File: src/rtl/io_pkg.sv
// Shared types and sizing helpers for the io_uart_bridge GPIO/UART block.
package io_pkg;

  typedef enum logic [1:0] {
    IDLE,
    START,
    DATA,
    STOP
  } uart_state_t;

  function automatic int baud_cnt_w(input int clks_per_bit);
    return (clks_per_bit > 1) ? $clog2(clks_per_bit) : 1;
  endfunction

  function automatic int bit_cnt_w(input int data_w);
    return (data_w > 1) ? $clog2(data_w) : 1;
  endfunction

  function automatic int half_bit(input int clks_per_bit);
    return clks_per_bit / 2;
  endfunction

endpackage

File: src/rtl/io_sync_fifo.sv
// Single-clock FIFO with registered occupancy count; full pushes and empty pops are ignored.
module io_sync_fifo #(
  parameter int WIDTH = 8,
  parameter int DEPTH = 4
) (
  input  logic                   clk,
  input  logic                   rst_n,
  input  logic                   push,
  input  logic [WIDTH-1:0]       wdata,
  input  logic                   pop,
  output logic [WIDTH-1:0]       rdata,
  output logic                   full,
  output logic                   empty,
  output logic [$clog2(DEPTH):0] count
);

  localparam int AW = $clog2(DEPTH);
  localparam logic [AW:0]   FULL_CNT = (AW+1)'(DEPTH);
  localparam logic [AW:0]   CNT_ONE  = (AW+1)'(1);
  localparam logic [AW-1:0] PTR_ONE  = AW'(1);

  logic [WIDTH-1:0] mem [DEPTH];
  logic [AW-1:0]    wr_ptr;
  logic [AW-1:0]    rd_ptr;
  logic             do_push;
  logic             do_pop;

  assign full    = (count == FULL_CNT);
  assign empty   = (count == '0);
  assign do_push = push && !full;
  assign do_pop  = pop && !empty;
  assign rdata   = mem[rd_ptr];

  // NOTE: storage is deliberately not reset; pointers and count define validity.
  always_ff @(posedge clk) begin
    if (do_push) mem[wr_ptr] <= wdata;
  end

  // NOTE: state registers use non-blocking assignment so every flop sees pre-edge values.
  always_ff @(posedge clk) begin
    if (!rst_n) begin
      wr_ptr <= '0;
      rd_ptr <= '0;
      count  <= '0;
    end else begin
      if (do_push) wr_ptr <= wr_ptr + PTR_ONE;
      if (do_pop)  rd_ptr <= rd_ptr + PTR_ONE;
      case ({do_push, do_pop})
        2'b10:   count <= count + CNT_ONE;
        2'b01:   count <= count - CNT_ONE;
        default: ;
      endcase
    end
  end

endmodule

File: src/rtl/io_uart_bridge.sv
// Board I/O bridge: synchronised switches to LEDs, FIFO-buffered UART transmitter and
// a UART receiver with start-bit glitch rejection and framing-error reporting.
module io_uart_bridge
  import io_pkg::*;
#(
  parameter int GPIO_W       = 8,
  parameter int DATA_W       = 8,
  parameter int CLKS_PER_BIT = 16,
  parameter int TX_DEPTH     = 4
) (
  input  logic              clk,
  input  logic              rst_n,
  input  logic [GPIO_W-1:0] switches,
  output logic [GPIO_W-1:0] leds,
  input  logic [DATA_W-1:0] tx_data,
  input  logic              tx_valid,
  output logic              tx_ready,
  output logic              tx_busy,
  output logic              uart_tx,
  input  logic              uart_rx,
  output logic [DATA_W-1:0] rx_data,
  output logic              rx_valid,
  output logic              rx_frame_err
);

  localparam int BAUD_W   = baud_cnt_w(CLKS_PER_BIT);
  localparam int BIT_W    = bit_cnt_w(DATA_W);
  localparam int HALF_BIT = half_bit(CLKS_PER_BIT);
  localparam int CNT_W    = $clog2(TX_DEPTH) + 1;
  localparam logic [BAUD_W-1:0] BAUD_LAST = BAUD_W'(CLKS_PER_BIT - 1);
  localparam logic [BAUD_W-1:0] HALF_LAST = BAUD_W'(HALF_BIT - 1);
  localparam logic [BAUD_W-1:0] BAUD_ONE  = BAUD_W'(1);
  localparam logic [BIT_W-1:0]  BIT_LAST  = BIT_W'(DATA_W - 1);
  localparam logic [BIT_W-1:0]  BIT_ONE   = BIT_W'(1);

  // GPIO: two synchroniser stages, then the LED register.
  logic [GPIO_W-1:0] sw_meta, sw_sync;

  always_ff @(posedge clk) begin
    if (!rst_n) begin
      sw_meta <= '0;
      sw_sync <= '0;
      leds    <= '0;
    end else begin
      sw_meta <= switches;
      sw_sync <= sw_meta;
      leds    <= sw_sync;
    end
  end

  // ---------------- TX path ----------------
  uart_state_t       tx_state, tx_state_n;
  logic [BAUD_W-1:0] tx_baud, tx_baud_n;
  logic [BIT_W-1:0]  tx_bit, tx_bit_n;
  logic [DATA_W-1:0] tx_shift, tx_shift_n;
  logic              tx_line, tx_line_n;
  logic              fifo_pop, fifo_full, fifo_empty;
  logic [DATA_W-1:0] fifo_rdata;
  logic [CNT_W-1:0]  fifo_count;

  io_sync_fifo #(
    .WIDTH (DATA_W),
    .DEPTH (TX_DEPTH)
  ) u_tx_fifo (
    .clk   (clk),
    .rst_n (rst_n),
    .push  (tx_valid),
    .wdata (tx_data),
    .pop   (fifo_pop),
    .rdata (fifo_rdata),
    .full  (fifo_full),
    .empty (fifo_empty),
    .count (fifo_count)
  );

  assign tx_ready = !fifo_full;
  assign tx_busy  = (tx_state != IDLE) || (fifo_count != '0);
  assign uart_tx  = tx_line;

  always_ff @(posedge clk) begin
    if (!rst_n) begin
      tx_state <= IDLE;
      tx_baud  <= '0;
      tx_bit   <= '0;
      tx_shift <= '0;
      tx_line  <= 1'b1;
    end else begin
      tx_state <= tx_state_n;
      tx_baud  <= tx_baud_n;
      tx_bit   <= tx_bit_n;
      tx_shift <= tx_shift_n;
      tx_line  <= tx_line_n;
    end
  end

  // NOTE: every output of this block gets a default first, so no path can infer a latch.
  always_comb begin
    tx_state_n = tx_state;
    tx_baud_n  = tx_baud + BAUD_ONE;
    tx_bit_n   = tx_bit;
    tx_shift_n = tx_shift;
    tx_line_n  = tx_line;
    fifo_pop   = 1'b0;
    unique case (tx_state)
      IDLE: begin
        tx_baud_n = '0;
        if (!fifo_empty) begin
          fifo_pop   = 1'b1;
          tx_shift_n = fifo_rdata;
          tx_line_n  = 1'b0;
          tx_state_n = START;
        end
      end
      START: if (tx_baud == BAUD_LAST) begin
        tx_baud_n  = '0;
        tx_bit_n   = '0;
        tx_line_n  = tx_shift[0];
        tx_state_n = DATA;
      end
      DATA: if (tx_baud == BAUD_LAST) begin
        tx_baud_n = '0;
        if (tx_bit == BIT_LAST) begin
          tx_line_n  = 1'b1;
          tx_state_n = STOP;
        end else begin
          tx_bit_n   = tx_bit + BIT_ONE;
          tx_shift_n = tx_shift >> 1;
          tx_line_n  = tx_shift[1];
        end
      end
      STOP: if (tx_baud == BAUD_LAST) begin
        tx_baud_n = '0;
        // Chain straight into the next start bit so buffered bytes leave with no idle gap.
        if (!fifo_empty) begin
          fifo_pop   = 1'b1;
          tx_shift_n = fifo_rdata;
          tx_line_n  = 1'b0;
          tx_state_n = START;
        end else begin
          tx_state_n = IDLE;
        end
      end
      default: tx_state_n = IDLE;
    endcase
  end

  // ---------------- RX path ----------------
  logic              rx_meta, rxs, rxs_q;
  uart_state_t       rx_state, rx_state_n;
  logic [BAUD_W-1:0] rx_baud, rx_baud_n;
  logic [BIT_W-1:0]  rx_bit, rx_bit_n;
  logic [DATA_W-1:0] rx_shift, rx_shift_n, rx_data_n;
  logic              rx_valid_n, rx_frame_err_n;

  always_ff @(posedge clk) begin
    if (!rst_n) begin
      rx_meta      <= 1'b1;
      rxs          <= 1'b1;
      rxs_q        <= 1'b1;
      rx_state     <= IDLE;
      rx_baud      <= '0;
      rx_bit       <= '0;
      rx_shift     <= '0;
      rx_data      <= '0;
      rx_valid     <= 1'b0;
      rx_frame_err <= 1'b0;
    end else begin
      rx_meta      <= uart_rx;
      rxs          <= rx_meta;
      rxs_q        <= rxs;
      rx_state     <= rx_state_n;
      rx_baud      <= rx_baud_n;
      rx_bit       <= rx_bit_n;
      rx_shift     <= rx_shift_n;
      rx_data      <= rx_data_n;
      rx_valid     <= rx_valid_n;
      rx_frame_err <= rx_frame_err_n;
    end
  end

  always_comb begin
    rx_state_n     = rx_state;
    rx_baud_n      = rx_baud + BAUD_ONE;
    rx_bit_n       = rx_bit;
    rx_shift_n     = rx_shift;
    rx_data_n      = rx_data;
    rx_valid_n     = 1'b0;
    rx_frame_err_n = 1'b0;
    unique case (rx_state)
      IDLE: begin
        rx_baud_n = '0;
        // Arming needs a high-to-low transition, so a line stuck low after a break never retriggers.
        if (rxs_q && !rxs) rx_state_n = START;
      end
      START: if (rx_baud == HALF_LAST) begin
        rx_baud_n  = '0;
        rx_bit_n   = '0;
        rx_state_n = rxs ? IDLE : DATA;
      end
      DATA: if (rx_baud == BAUD_LAST) begin
        rx_baud_n  = '0;
        rx_shift_n = {rxs, rx_shift[DATA_W-1:1]};
        if (rx_bit == BIT_LAST) rx_state_n = STOP;
        else                    rx_bit_n   = rx_bit + BIT_ONE;
      end
      STOP: if (rx_baud == BAUD_LAST) begin
        rx_baud_n  = '0;
        rx_state_n = IDLE;
        if (rxs) begin
          rx_data_n  = rx_shift;
          rx_valid_n = 1'b1;
        end else begin
          rx_frame_err_n = 1'b1;
        end
      end
      default: rx_state_n = IDLE;
    endcase
  end

endmodule

File: config.mk
export PLATFORM = sky130hd
export DESIGN_NAME = io_uart_bridge
export DESIGN_NICKNAME = d
export VERILOG_FILES = /design/src/rtl/io_pkg.sv /design/src/rtl/io_sync_fifo.sv /design/src/rtl/io_uart_bridge.sv
export SDC_FILE = /design/constraint.sdc
export NUM_CORES = 1
export LEC_CHECK = 0
export ABC_AREA = 0
export CORE_MARGIN = 3
export CORE_UTILIZATION = 50
export CTS_BUF_LIST = sky130_fd_sc_hd__clkbuf_16
export DETAILED_ROUTE_END_ITERATION = 8
export GPL_ROUTABILITY_DRIVEN = 1
export HOLD_SLACK_MARGIN = 0.1
export PLACE_DENSITY_LB_ADDON = 0.12
export SYNTH_ARGS = -nofsm -noshare
export SYNTH_HDL_FRONTEND = slang
export SYNTH_SLANG_ARGS = --single-unit
File: constraint.sdc
create_clock -name clk -period 3.3 [get_ports clk]
set_clock_uncertainty 0.15 [all_clocks]
set_input_delay 0.33 -clock clk [delete_from_list [all_inputs] [get_ports clk]]
set_output_delay 0.33 -clock clk [all_outputs]
set_load 0.05 [all_outputs]
==> flow_summary.html, run 1 <==
<table>
<tr><th>Metric</th><th>Value</th></tr>
<tr><th colspan="2">Outcome</th></tr>
<tr><td>Run status</td><td>finished, final reports clean</td></tr>
<tr><th colspan="2">Floorplanning</th></tr>
<tr><td>Core Rows</td><td>33</td></tr>
<tr><td>Overall die width</td><td>roughly 100 µm</td></tr>
<tr><td>Top-level port count</td><td>41</td></tr>
<tr><td>Starting density of the core</td><td>~53%</td></tr>
<tr><td>Core Footprint</td><td>around 0.0083 mm²</td></tr>
<tr><td>Total die area</td><td>about 0.01 mm²</td></tr>
<tr><td>Die Y</td><td>roughly 100 µm</td></tr>
<tr><th colspan="2">CTS</th></tr>
<tr><td>CTS buffer count</td><td>17</td></tr>
<tr><td>CTS-repair resized insts</td><td>0</td></tr>
<tr><td>Root buffer selected by CTS</td><td>clkbuf_16</td></tr>
<tr><td>Clock Sink Count</td><td>about 110</td></tr>
<tr><td>Clk buf depth</td><td>2</td></tr>
<tr><td>Hold-fix buffer count after cts</td><td>0</td></tr>
<tr><td>Number of buffers inserted to repair setup after CTS</td><td>0</td></tr>
<tr><td>Clock latency at the later pin of the worst-skew pair</td><td>around 400 ps</td></tr>
<tr><td>CTS tree</td><td>built</td></tr>
<tr><td>Clock edge transition at the registers on the reported setup and hold paths</td><td>approximately 50 ps</td></tr>
<tr><td>Htree depth</td><td>4</td></tr>
<tr><th colspan="2">Global route</th></tr>
<tr><td>Wire length of the first global-routing pass</td><td>around 12 mm</td></tr>
<tr><td>Via count of the first global-routing pass</td><td>2697</td></tr>
<tr><td>Initial antenna violation count</td><td>0</td></tr>
<tr><td>Overall overflow remaining after global route</td><td>0</td></tr>
<tr><td>Largest net degree at the start of global routing</td><td>48</td></tr>
<tr><td>Total routing resource utilization after global routing</td><td>roughly 16%</td></tr>
<tr><th colspan="2">Synth</th></tr>
<tr><td>Net count of the mapped netlist</td><td>around 390</td></tr>
<tr><td>Synthesized netlist cell count</td><td>~360</td></tr>
<tr><td>Fraction of synthesized cell area in xor and xnor cells</td><td>under 10%</td></tr>
<tr><td>Fraction of registers with async set or reset after synthesis</td><td>0%</td></tr>
<tr><td>Post-synth cell types</td><td>46</td></tr>
<tr><td>Number of warnings reported in the yosys synthesis log</td><td>0</td></tr>
<tr><td>Post-synthesis compound-gate area fraction</td><td>under 10%</td></tr>
<tr><td>Post-synthesis share of cell area spent on full adders, half adders and majority gates</td><td>~5.0%</td></tr>
<tr><td>Portion of netlist area occupied by mux cells</td><td>between 10% and 20%</td></tr>
<tr><td>Main combinational cell family by area after synthesis</td><td>simple AND/OR/NAND/NOR gates</td></tr>
<tr><td>Simple logic cell fraction of the synthesized area</td><td>between 10 and 15%</td></tr>
<tr><td>Post-synth EDFFs</td><td>32</td></tr>
<tr><td>Post-Synthesis Cell Area</td><td>about 0.0044 mm²</td></tr>
<tr><td>Count of state elements after synthesis</td><td>between 100 and 150</td></tr>
<tr><td>Mean Syn Cell Area</td><td>~12 µm²</td></tr>
<tr><td>Flip-flop cell with the highest count after synthesis</td><td>dfxtp_1</td></tr>
<tr><td>Sequential element share of the synthesized area</td><td>between 50% and 60%</td></tr>
<tr><th colspan="2">Detailed routing</th></tr>
<tr><td>Number of nets with antenna violations after detailed routing</td><td>0</td></tr>
<tr><td>Count of routing violations after the opening detailed-route iteration</td><td>approximately 130</td></tr>
<tr><td>Total length of routed wires</td><td>approximately 7.1 mm</td></tr>
<tr><td>First-pass iteration count of the detailed router</td><td>4</td></tr>
<tr><td>Total via count after detailed routing</td><td>2689</td></tr>
<tr><td>Routed length per instance</td><td>roughly 14 µm</td></tr>
<tr><td>Per-cell via count in the routed design</td><td>5.181</td></tr>
<tr><td>DRC violation count after routing</td><td>0</td></tr>
<tr><th colspan="2">Placed design</th></tr>
<tr><td>DP Area</td><td>0.004857 mm²</td></tr>
<tr><td>Post-DP HPWL</td><td>roughly 4.7 mm</td></tr>
<tr><td>Placement Setup Slack</td><td>around 730 ps</td></tr>
<tr><td>Final RePlAce weighted congestion</td><td>0.7491</td></tr>
<tr><td>Port Buffers</td><td>40</td></tr>
<tr><th colspan="2">Job</th></tr>
<tr><td>Total of max-cap violations</td><td>0</td></tr>
<tr><th colspan="2">Critical path</th></tr>
<tr><td>CP required</td><td>2820 ps</td></tr>
<tr><td>Crit-path cells</td><td>inv_1, ha_1, or4b_4, clkdlybuf4s50_1</td></tr>
<tr><td>Worst setup path category</td><td>reg -&gt; out</td></tr>
<tr><td>Endpoint class of the critical path</td><td>primary output</td></tr>
<tr><td>Critical Path AT</td><td>roughly 2300 ps</td></tr>
<tr><td>Critical path's slowest cell</td><td>clkdlybuf4s50_1</td></tr>
<tr><td>Maximum fanout encountered on the critical timing path</td><td>5</td></tr>
<tr><td>Launching element type of the critical path</td><td>flip-flop</td></tr>
<tr><td>Highest cell delay on the worst timing path</td><td>720 ps</td></tr>
<tr><th colspan="2">Power</th></tr>
<tr><td>Leakage</td><td>about 2.1 nW</td></tr>
<tr><td>Pwr Density</td><td>around 800 mW/mm²</td></tr>
<tr><td>Worst vdd rail ir drop</td><td>0.0005314 V</td></tr>
<tr><th colspan="2">Cells and area</th></tr>
<tr><td>Fillers</td><td>roughly 660</td></tr>
<tr><td>Fraction of layout instances using a drive strength above 1</td><td>11.59%</td></tr>
<tr><td>Core utilization of the finished layout</td><td>about 65%</td></tr>
<tr><td>Synthesis-to-finish area growth</td><td>23.37%</td></tr>
<tr><td>Inserted Diodes</td><td>0</td></tr>
<tr><td>Most frequent standard cell in the layout excluding fill and tap cells</td><td>dfxtp_1</td></tr>
<tr><td>Leading cell types in the layout, fill and taps excluded</td><td>dfxtp_1 (81), nor2_1 (40), clkdlybuf4s50_1 (40)</td></tr>
<tr><td>Final cell area excluding filler cells</td><td>around 0.0054 mm²</td></tr>
<tr><td>Number of nets in the finished design</td><td>between 400 and 500</td></tr>
<tr><th colspan="2">Timing</th></tr>
<tr><td>Number of failing hold endpoints at the final stage</td><td>0</td></tr>
<tr><td>Final worst-path cycle share</td><td>between 80% and 90%</td></tr>
<tr><td>Normalized max-slew margin</td><td>roughly 49%</td></tr>
<tr><td>Final count of pins violating max slew</td><td>0</td></tr>
<tr><td>F_max</td><td>358.1 MHz</td></tr>
<tr><td>Minimum period implied by the final worst setup slack</td><td>about 2800 ps</td></tr>
<tr><td>Accumulated negative setup slack</td><td>0 ps</td></tr>
<tr><td>Final Hold Slack</td><td>around 260 ps</td></tr>
<tr><td>RSZ-0062 raised after global routing</td><td>false</td></tr>
<tr><td>Worst setup margin</td><td>approximately 510 ps</td></tr>
<tr><td>Number of endpoints failing setup at the final stage</td><td>0</td></tr>
<tr><td>Worst Max-Slew Pin Slew</td><td>763.4 ps</td></tr>
<tr><th colspan="2">Min path</th></tr>
<tr><td>Kind of path behind the tightest hold check</td><td>reg -&gt; reg</td></tr>
</table>
-- kinds of logic (layout without fill, tap and decap cells) --
| logic type | count (synthesis) | after routing |
|---|---|---|
| simple gates | 115 | 115 |
| flops | 113 | 113 |
| mux | 39 | 39 |
| compound gates | 35 | 35 |
| buf+inv | 28 | 85 |
| fa+ha+maj | 17 | 17 |
| xor+xnor | 10 | 10 |
-- cells in the mapped netlist, types with 4 or more instances --
| cell | n | area share (%) |
|---|---|---|
| a21oi_1 | 13 | 1.5 |
| and2_1 | 25 | 3.6 |
| and3_1 | 9 | 1.3 |
| buf_2 | 4 | 0.46 |
| clkbuf_1 | 12 | 1.0 |
| dfxtp_1 | 81 | 37 |
| edfxtp_1 | 32 | 22 |
| ha_1 | 16 | 4.6 |
| inv_1 | 11 | 0.94 |
| mux2i_1 | 31 | 7.1 |
| mux4_2 | 8 | 4.1 |
| nand2_1 | 8 | 0.69 |
| nand2b_1 | 4 | 0.57 |
| nand3_1 | 8 | 0.91 |
| nor2_1 | 40 | 3.4 |
| o21ai_0 | 6 | 0.69 |
| o31ai_1 | 7 | 1.2 |
| xnor2_1 | 7 | 1.4 |
-- sequential cells by signal (all words and copies together), names as in the netlist, 3 cells and up, named ones only --
| name | cells |
|---|---|
| u_tx_fifo.count | 3 |
| rx_baud | 4 |
| leds | 8 |
| sw_meta | 8 |
| tx_bit | 3 |
| tx_baud | 4 |
| rx_bit | 3 |
| rx_shift | 8 |
| tx_shift | 8 |
| u_tx_fifo.mem | 32 |
| rx_data | 8 |
| sw_sync | 8 |
-- critical path: cells and delay by family (launching register included) --
family | cells | cell delay [ps]
adder cells (fa/ha/maj) | 1 | 210
buffers and inverters | 2 | 890
flip-flops | 1 | 330
AND/OR/NAND/NOR | 1 | 480
-- cell type report --
| type | instances | area, µm² | area share, % |
|---|---|---|---|
| Clock buffer | 18 | 450.4 | 8.337 |
| Multi-Input combinational cell | 216 | 1679 | 31.08 |
| Timing Repair Buffer | 43 | 422.9 | 7.828 |
| Clock inverter | 13 | 95.09 | 1.760 |
| Sequential cell | 113 | 2582 | 47.80 |
| Inverter | 11 | 41.29 | 0.7642 |
| Tap cell | 105 | 131.4 | 2.432 |
-- worst paths after layout --
kind	slack, ps	startpoint	cells after the start	endpoint
max	510	tx_state[0]	4	tx_busy
min	260	rx_meta	1	rxs
max reg2reg	720	tx_state[0]	9	u_tx_fifo.count[2]
min reg2reg	260	rx_meta	1	rxs
-- metal layers --
layer  up-vias  wire, µm  GRT usage (%)
met5         -         0              0
met4         0        65          5.672
met3         6       275          6.522
met2        46      3581          26.55
met1      1282      3182          17.55
li1       1355         -              -
-- power by group --
group | internal (mW) | switching [mW] | leakage, nW
combinational | 0.434 | 0.561 | 0.901
clock | 1.06 | 0.595 | 0.277
sequential | 1.59 | 0.107 | 0.955
total | 3.08 | 1.26 | 2.13
-- metrics by stage --
step | std cells | total power, mW
after floorplan | 357 | 2.504
after global placement | 488 | 2.683
after detailed placement | 488 | 2.720
after CTS | 519 | 4.396
after global routing | 519 | 4.567
final | 519 | 4.343
Power figures use the tool's default switching activity.
==> inputs of run 2 (changes only) <==
- clock period: 3.3 -> 2.69 ns (I/O delays scaled with it)
==> run 2 against run 1 <==
Effect of this change: routed wire length rose by 0.69%; largest cell class unchanged; clock-buffer cell count fell by 1; cell area rose by 1.3%.
==> flow_summary.html, run 2 (synthesis results as in run 1) <==
<table>
<tr><th>Metric</th><th>Value</th></tr>
<tr><th colspan="2">Timing</th></tr>
<tr><td>Number of endpoints failing setup at the final stage</td><td>0</td></tr>
<tr><td>F_max</td><td>~400 MHz</td></tr>
<tr><td>Minimum period implied by the final worst setup slack</td><td>2511 ps</td></tr>
<tr><td>Final count of pins violating max slew</td><td>0</td></tr>
<tr><td>Number of failing hold endpoints at the final stage</td><td>0</td></tr>
<tr><td>Normalized max-slew margin</td><td>between 60% and 70%</td></tr>
<tr><td>RSZ-0062 raised after global routing</td><td>false</td></tr>
<tr><td>Worst Max-Slew Pin Slew</td><td>535.9 ps</td></tr>
<tr><td>Final worst-path cycle share</td><td>just over 90%</td></tr>
<tr><td>Accumulated negative setup slack</td><td>0 ps</td></tr>
<tr><th colspan="2">Power</th></tr>
<tr><td>Pwr Density</td><td>1004 mW/mm²</td></tr>
<tr><td>Leakage</td><td>2.161 nW</td></tr>
<tr><td>Worst vdd rail ir drop</td><td>around 0.00056 V</td></tr>
<tr><th colspan="2">Cells and area</th></tr>
<tr><td>Fraction of layout instances using a drive strength above 1</td><td>a little over an eighth</td></tr>
<tr><td>Multi-input combinational cell area</td><td>0.001687 mm²</td></tr>
<tr><td>Most frequent standard cell in the layout excluding fill and tap cells</td><td>dfxtp_1</td></tr>
<tr><td>Largest register FFs</td><td>32</td></tr>
<tr><td>Leading cell types in the layout, fill and taps excluded</td><td>dfxtp_1 (81), nor2_1 (40), clkdlybuf4s50_1 (39)</td></tr>
<tr><td>Fillers</td><td>645</td></tr>
<tr><td>Reg with most FFs</td><td>u_tx_fifo.mem</td></tr>
<tr><td>Inserted Diodes</td><td>0</td></tr>
<tr><td>Number of standard cells in the final layout excluding fillers</td><td>around 520</td></tr>
<tr><td>Core utilization of the finished layout</td><td>65.63%</td></tr>
<tr><td>Final cell area excluding filler cells</td><td>between 0.005 and 0.006 mm²</td></tr>
<tr><td>Synthesis-to-finish area growth</td><td>25.00%</td></tr>
<tr><td>Flip-flop and latch area</td><td>0.002582 mm²</td></tr>
<tr><td>Number of nets in the finished design</td><td>about 440</td></tr>
<tr><th colspan="2">Floorplanning</th></tr>
<tr><td>Top-level port count</td><td>41</td></tr>
<tr><td>Overall die width</td><td>99.59 µm</td></tr>
<tr><td>Core Footprint</td><td>between 0.008 and 0.009 mm²</td></tr>
<tr><td>Total die area</td><td>about 0.0099 mm²</td></tr>
<tr><td>Die Y</td><td>around 100 µm</td></tr>
<tr><td>Core Rows</td><td>33</td></tr>
<tr><td>Starting density of the core</td><td>between 50% and 60%</td></tr>
<tr><th colspan="2">Placed design</th></tr>
<tr><td>Final RePlAce weighted congestion</td><td>roughly 0.7</td></tr>
<tr><td>Post-DP HPWL</td><td>4.736 mm</td></tr>
<tr><td>Inst Count DP</td><td>between 400 and 500</td></tr>
<tr><td>DP Area</td><td>0.004887 mm²</td></tr>
<tr><td>Port Buffers</td><td>40</td></tr>
<tr><th colspan="2">Critical path</th></tr>
<tr><td>Endpoint class of the critical path</td><td>flip-flop</td></tr>
<tr><td>Worst reg2reg endpoint</td><td>u_tx_fifo.count[2]</td></tr>
<tr><td>Critical Path AT</td><td>between 2000 and 3000 ps</td></tr>
<tr><td>First element of the critical path</td><td>tx_state[0]</td></tr>
<tr><td>Worst setup path category</td><td>reg -&gt; reg</td></tr>
<tr><td>Launching element type of the critical path</td><td>flip-flop</td></tr>
<tr><td>Worst reg2reg path depth</td><td>9</td></tr>
<tr><td>CP required</td><td>2870 ps</td></tr>
<tr><td>Capturing element of the worst setup path</td><td>u_tx_fifo.count[2]</td></tr>
<tr><td>Source of the worst register-to-register timing path</td><td>tx_state[0]</td></tr>
<tr><td>R2r setup slk</td><td>between 150 and 200 ps</td></tr>
<tr><td>Maximum fanout encountered on the critical timing path</td><td>5</td></tr>
<tr><th colspan="2">Min path</th></tr>
<tr><td>Hold-critical path depth</td><td>1</td></tr>
<tr><td>Kind of path behind the tightest hold check</td><td>reg -&gt; reg</td></tr>
<tr><td>Beginning of the worst hold path</td><td>sw_meta[6]</td></tr>
<tr><th colspan="2">Detailed routing</th></tr>
<tr><td>Total via count after detailed routing</td><td>between 2000 and 3000</td></tr>
<tr><td>First-pass iteration count of the detailed router</td><td>5</td></tr>
<tr><td>Met3 layer wire length in the routed design</td><td>about 260 µm</td></tr>
<tr><td>Routed length per instance</td><td>around 14 µm</td></tr>
<tr><td>DRC violation count after routing</td><td>0</td></tr>
<tr><td>Highest routed layer</td><td>met4</td></tr>
<tr><td>Per-cell via count in the routed design</td><td>a little over 5</td></tr>
<tr><td>Number of nets with antenna violations after detailed routing</td><td>0</td></tr>
<tr><td>Detailed-routed wire length on met2</td><td>roughly 3.6 mm</td></tr>
<tr><td>Count of routing violations after the opening detailed-route iteration</td><td>just over 100</td></tr>
<tr><td>Total length of routed wires</td><td>a little over 7 mm</td></tr>
<tr><td>WL met1</td><td>3.204 mm</td></tr>
<tr><th colspan="2">CTS</th></tr>
<tr><td>Htree depth</td><td>4</td></tr>
<tr><td>CTS buffer count</td><td>17</td></tr>
<tr><td>Hold-fix buffer count after cts</td><td>0</td></tr>
<tr><td>Clock Sink Count</td><td>113</td></tr>
<tr><td>Clk buf depth</td><td>2</td></tr>
<tr><td>Clock edge transition at the registers on the reported setup and hold paths</td><td>roughly 60 ps</td></tr>
<tr><td>Number of buffers inserted to repair setup after CTS</td><td>0</td></tr>
<tr><td>CTS tree</td><td>built</td></tr>
<tr><td>Clock latency at the later pin of the worst-skew pair</td><td>400 ps</td></tr>
<tr><td>Root buffer selected by CTS</td><td>clkbuf_16</td></tr>
<tr><th colspan="2">Global route</th></tr>
<tr><td>Largest net degree at the start of global routing</td><td>48</td></tr>
<tr><td>Total routing resource utilization after global routing</td><td>about 16%</td></tr>
<tr><td>Overall overflow remaining after global route</td><td>0</td></tr>
<tr><td>Wire length of the first global-routing pass</td><td>between 10 and 15 mm</td></tr>
<tr><td>Via count of the first global-routing pass</td><td>between 2000 and 3000</td></tr>
<tr><td>Initial antenna violation count</td><td>0</td></tr>
<tr><th colspan="2">Job</th></tr>
<tr><td>Total of max-cap violations</td><td>0</td></tr>
<tr><th colspan="2">Outcome</th></tr>
<tr><td>Run status</td><td>finished, final reports clean</td></tr>
</table>
run 2: cell types whose count changed in the layout (fill, tap and decap cells not counted), sizes merged:
cell / delta
buf: +4
clkdlybuf4s50: -1
clkinv: -1
bufinv: +1
clkbuf: -1
inv: +2
dlygate4sd2: +1
run 2: worst min-delay path by stage:
stage	endpoint	slack [ps]
after floorplan	u_tx_fifo.mem[0][0]	220
after global placement	rxs	250
after detailed placement	rxs	250
after CTS	sw_sync[6]	280
after global routing	sw_sync[1]	300
final	sw_sync[6]	280
run 2: report_power, final:
part / leakage, nW / internal (mW) / switching [mW]
sequential: 0.955 / 1.95 / 0.128
clock: 0.285 / 1.37 / 0.802
combinational: 0.921 / 0.560 / 0.686
total: 2.16 / 3.88 / 1.62
run 2: routing by layer:
layer | vias to the layer above | global-route usage, %
met5 | - | 0
met1 | 1286 | 18.66
met3 | 9 | 4.628
li1 | 1367 | -
met4 | 0 | 7.563
met2 | 49 | 26.19
run 2: area by class of cell:
type / instances / area share (%)
Tap cell: 105 / 2.400
Multi-Input combinational cell: 216 / 30.81
Clock buffer: 17 / 7.771
Clock inverter: 15 / 2.834
Inverter: 11 / 0.7543
Timing Repair Buffer: 47 / 8.251
Sequential cell: 113 / 47.18
run 2: timing repair:
item | in CTS | in global routing
gates cloned | 0 | 0
pin swaps | 0 | 0
gates resized for setup | 1 | 1
endpoints found under the setup margin | 1 | 1
run 2: metrics by stage:
step	worst slack [ps]	total power, mW	hold WS [ps]
2_1_floorplan	139.1	3.072	217.9
4_1_cts	113.1	5.551	279.7
5_1_grt	7.425	5.778	295.6
3_3_place_gp	224.2	3.335	249.3
3_5_place_dp	128.7	3.374	249.0
6_report	179.4	5.494	279.6
run 2: worst max-delay path: stages (launching register included):
cell and delay [ps]:
dfxtp_1 370, inv_1 120, ha_1 250, a41oi_2 180
nor3_1 100, ha_1 260, fa_1 390, xnor2_1 150
or3_1 310, a21oi_1 150
==> inputs of run 3 (changes only) <==
- PLACE_DENSITY: not set -> 0.71
- PLACE_DENSITY_LB_ADDON: 0.12 -> not set
- SLEW_MARGIN: not set -> 20
==> run 3 against run 2 <==
Effect of this change: core utilization fell by 0.80 points; clock power down 9.7%; global-route usage shrank 0.50 points; cell area decreased by 1.2%; sequential power about the same; combinational power hardly changed.
==> flow_summary.html, run 3 (synthesis results as in run 1) <==
<table>
<tr><th>Metric</th><th>Value</th></tr>
<tr><th colspan="2">CTS</th></tr>
<tr><td>Clock edge transition at the registers on the reported setup and hold paths</td><td>approximately 50 ps</td></tr>
<tr><td>CTS buffer count</td><td>17</td></tr>
<tr><td>Root buffer selected by CTS</td><td>clkbuf_16</td></tr>
<tr><td>CTS tree</td><td>built</td></tr>
<tr><td>Hold-fix buffer count after cts</td><td>0</td></tr>
<tr><td>Clk buf depth</td><td>2</td></tr>
<tr><td>Htree depth</td><td>4</td></tr>
<tr><td>Clock Sink Count</td><td>roughly 110</td></tr>
<tr><td>Clock latency at the later pin of the worst-skew pair</td><td>between 300 and 400 ps</td></tr>
<tr><td>Number of buffers inserted to repair setup after CTS</td><td>0</td></tr>
<tr><th colspan="2">Detailed routing</th></tr>
<tr><td>Total via count after detailed routing</td><td>about 2700</td></tr>
<tr><td>DRC violation count after routing</td><td>0</td></tr>
<tr><td>Total length of routed wires</td><td>7.082 mm</td></tr>
<tr><td>First-pass iteration count of the detailed router</td><td>4</td></tr>
<tr><td>Per-cell via count in the routed design</td><td>roughly 5</td></tr>
<tr><td>Number of nets with antenna violations after detailed routing</td><td>0</td></tr>
<tr><td>Routed length per instance</td><td>between 10 and 15 µm</td></tr>
<tr><td>Count of routing violations after the opening detailed-route iteration</td><td>74</td></tr>
<tr><th colspan="2">Floorplanning</th></tr>
<tr><td>Starting density of the core</td><td>between 50% and 60%</td></tr>
<tr><td>Core Rows</td><td>33</td></tr>
<tr><td>Top-level port count</td><td>41</td></tr>
<tr><td>Overall die width</td><td>99.59 µm</td></tr>
<tr><td>Core Footprint</td><td>~0.0083 mm²</td></tr>
<tr><td>Die Y</td><td>~100 µm</td></tr>
<tr><td>Total die area</td><td>between 0.009 and 0.01 mm²</td></tr>
<tr><th colspan="2">Cells and area</th></tr>
<tr><td>Fraction of layout instances using a drive strength above 1</td><td>12.23%</td></tr>
<tr><td>Reg with most FFs</td><td>u_tx_fifo.mem</td></tr>
<tr><td>Synthesis-to-finish area growth</td><td>23.49%</td></tr>
<tr><td>Largest register FFs</td><td>32</td></tr>
<tr><td>Number of nets in the finished design</td><td>between 400 and 500</td></tr>
<tr><td>Inserted Diodes</td><td>0</td></tr>
<tr><td>Number of standard cells in the final layout excluding fillers</td><td>about 520</td></tr>
<tr><td>Leading cell types in the layout, fill and taps excluded</td><td>dfxtp_1 (81), nor2_1 (40), clkdlybuf4s50_1 (39)</td></tr>
<tr><td>Most frequent standard cell in the layout excluding fill and tap cells</td><td>dfxtp_1</td></tr>
<tr><td>Fillers</td><td>between 600 and 700</td></tr>
<tr><th colspan="2">Global route</th></tr>
<tr><td>Initial antenna violation count</td><td>0</td></tr>
<tr><td>Total routing resource utilization after global routing</td><td>about 15%</td></tr>
<tr><td>Wire length of the first global-routing pass</td><td>11.91 mm</td></tr>
<tr><td>Largest net degree at the start of global routing</td><td>48</td></tr>
<tr><td>Via count of the first global-routing pass</td><td>approximately 2700</td></tr>
<tr><td>Overall overflow remaining after global route</td><td>0</td></tr>
<tr><th colspan="2">Timing</th></tr>
<tr><td>Normalized max-slew margin</td><td>around three fifths</td></tr>
<tr><td>RSZ-0062 raised after global routing</td><td>false</td></tr>
<tr><td>Worst setup margin</td><td>134.5 ps</td></tr>
<tr><td>Final count of pins violating max slew</td><td>0</td></tr>
<tr><td>Worst Max-Slew Pin Slew</td><td>~620 ps</td></tr>
<tr><td>Minimum period implied by the final worst setup slack</td><td>about 2600 ps</td></tr>
<tr><td>F_max</td><td>about 390 MHz</td></tr>
<tr><td>Accumulated negative setup slack</td><td>0 ps</td></tr>
<tr><td>Number of endpoints failing setup at the final stage</td><td>0</td></tr>
<tr><td>Number of failing hold endpoints at the final stage</td><td>0</td></tr>
<tr><td>Final worst-path cycle share</td><td>95.00%</td></tr>
<tr><th colspan="2">Min path</th></tr>
<tr><td>Kind of path behind the tightest hold check</td><td>reg -&gt; reg</td></tr>
<tr><td>Beginning of the worst hold path</td><td>rx_meta</td></tr>
<tr><th colspan="2">Critical path</th></tr>
<tr><td>CP required</td><td>2860 ps</td></tr>
<tr><td>Launching element type of the critical path</td><td>flip-flop</td></tr>
<tr><td>Endpoint class of the critical path</td><td>flip-flop</td></tr>
<tr><td>Source of the worst register-to-register timing path</td><td>tx_state[0]</td></tr>
<tr><td>First element of the critical path</td><td>tx_state[0]</td></tr>
<tr><td>Worst setup path category</td><td>reg -&gt; reg</td></tr>
<tr><td>Maximum fanout encountered on the critical timing path</td><td>5</td></tr>
<tr><td>Critical Path AT</td><td>2730 ps</td></tr>
<tr><th colspan="2">Outcome</th></tr>
<tr><td>Run status</td><td>finished, final reports clean</td></tr>
<tr><th colspan="2">Power</th></tr>
<tr><td>Logic pwr share</td><td>23.5%</td></tr>
<tr><td>Relative contribution of the clock network to total power</td><td>between 30% and 40%</td></tr>
<tr><td>Switching power</td><td>about 1.6 mW</td></tr>
<tr><td>Worst vdd rail ir drop</td><td>between 0.0006 and 0.0007 V</td></tr>
<tr><td>Sequential power share</td><td>between 30% and 40%</td></tr>
<tr><td>Leakage</td><td>2.126 nW</td></tr>
<tr><td>Pwr Density</td><td>979.0 mW/mm²</td></tr>
<tr><td>Internal power</td><td>between 3 and 4 mW</td></tr>
<tr><td>Switching portion of total power</td><td>around 29%</td></tr>
<tr><td>Post-layout total power</td><td>5.294 mW</td></tr>
<tr><th colspan="2">Placed design</th></tr>
<tr><td>Inst Count DP</td><td>490</td></tr>
<tr><td>Placement Setup Slack</td><td>95.87 ps</td></tr>
<tr><td>Port Buffers</td><td>40</td></tr>
<tr><td>Post-DP HPWL</td><td>between 4 and 5 mm</td></tr>
<tr><td>Final RePlAce weighted congestion</td><td>0.7530</td></tr>
<tr><th colspan="2">Job</th></tr>
<tr><td>Total of max-cap violations</td><td>0</td></tr>
</table>
run 3: metrics by stage:
stage | hold WS (ps) | utilization, % | cell area (µm²)
CTS | 256.8 | 64.75 | 5400
global route | 275.3 | 64.84 | 5408
finish | 253.2 | 64.84 | 5408
floorplan | 217.9 | - | 4379
global placement | 246.7 | 58.42 | 4872
detailed placement | 251.4 | 58.42 | 4872
run 3: per-layer routing:
metal	global-route usage (%)	vias to the layer above	routed length [µm]
li1	-	1360	-
met1	17.55	1264	3166
met2	25.67	47	3590
met3	5.680	4	277
met4	6.092	0	47
met5	0	-	0
run 3: worst paths after layout:
path	endpoint	slack [ps]	depth (start not counted)
max	u_tx_fifo.count[2]	130	9
min	rxs	250	1
max reg2reg	u_tx_fifo.count[2]	130	9
min reg2reg	rxs	250	1
run 3: power groups by stage:
stage / Combinational (mW) / Sequential (mW) / Clock [mW]
6_report: 1.25 / 2.09 / 1.96
5_1_grt: 1.37 / 2.11 / 2.09
4_1_cts: 1.25 / 2.09 / 2.01
3_5_place_dp: 1.24 / 2.12 / 0
3_3_place_gp: 1.21 / 2.10 / 0
2_1_floorplan: 0.983 / 2.09 / 0
run 3: area by class of cell:
class,count,area [µm²],area share [%]
repair buffers,45,436.7,8.075
flip-flops and latches,113,2582,47.76
well taps,105,131.4,2.429
clock inverters,15,103.9,1.920
clock buffers,17,425.4,7.867
multi-input cells,216,1687,31.19
inverters,11,41.29,0.7635
run 3: critical path, cell delays in order, from the launching register on:
cell,delay (ps)
dfxtp_1,410
inv_2,100
ha_1,250
a41oi_2,190
nor3_1,120
ha_1,270
fa_1,380
xnor2_1,150
or3_1,310
a21oi_1,150
run 3: what timing repair did:
| action | 4_1_cts | 5_1_grt |
|---|---|---|
| hold endpoints to repair | 0 | 0 |
| endpoints found under the setup margin | 1 | 1 |
| pin swaps | 0 | 0 |
| gates resized for setup | 1 | 2 |
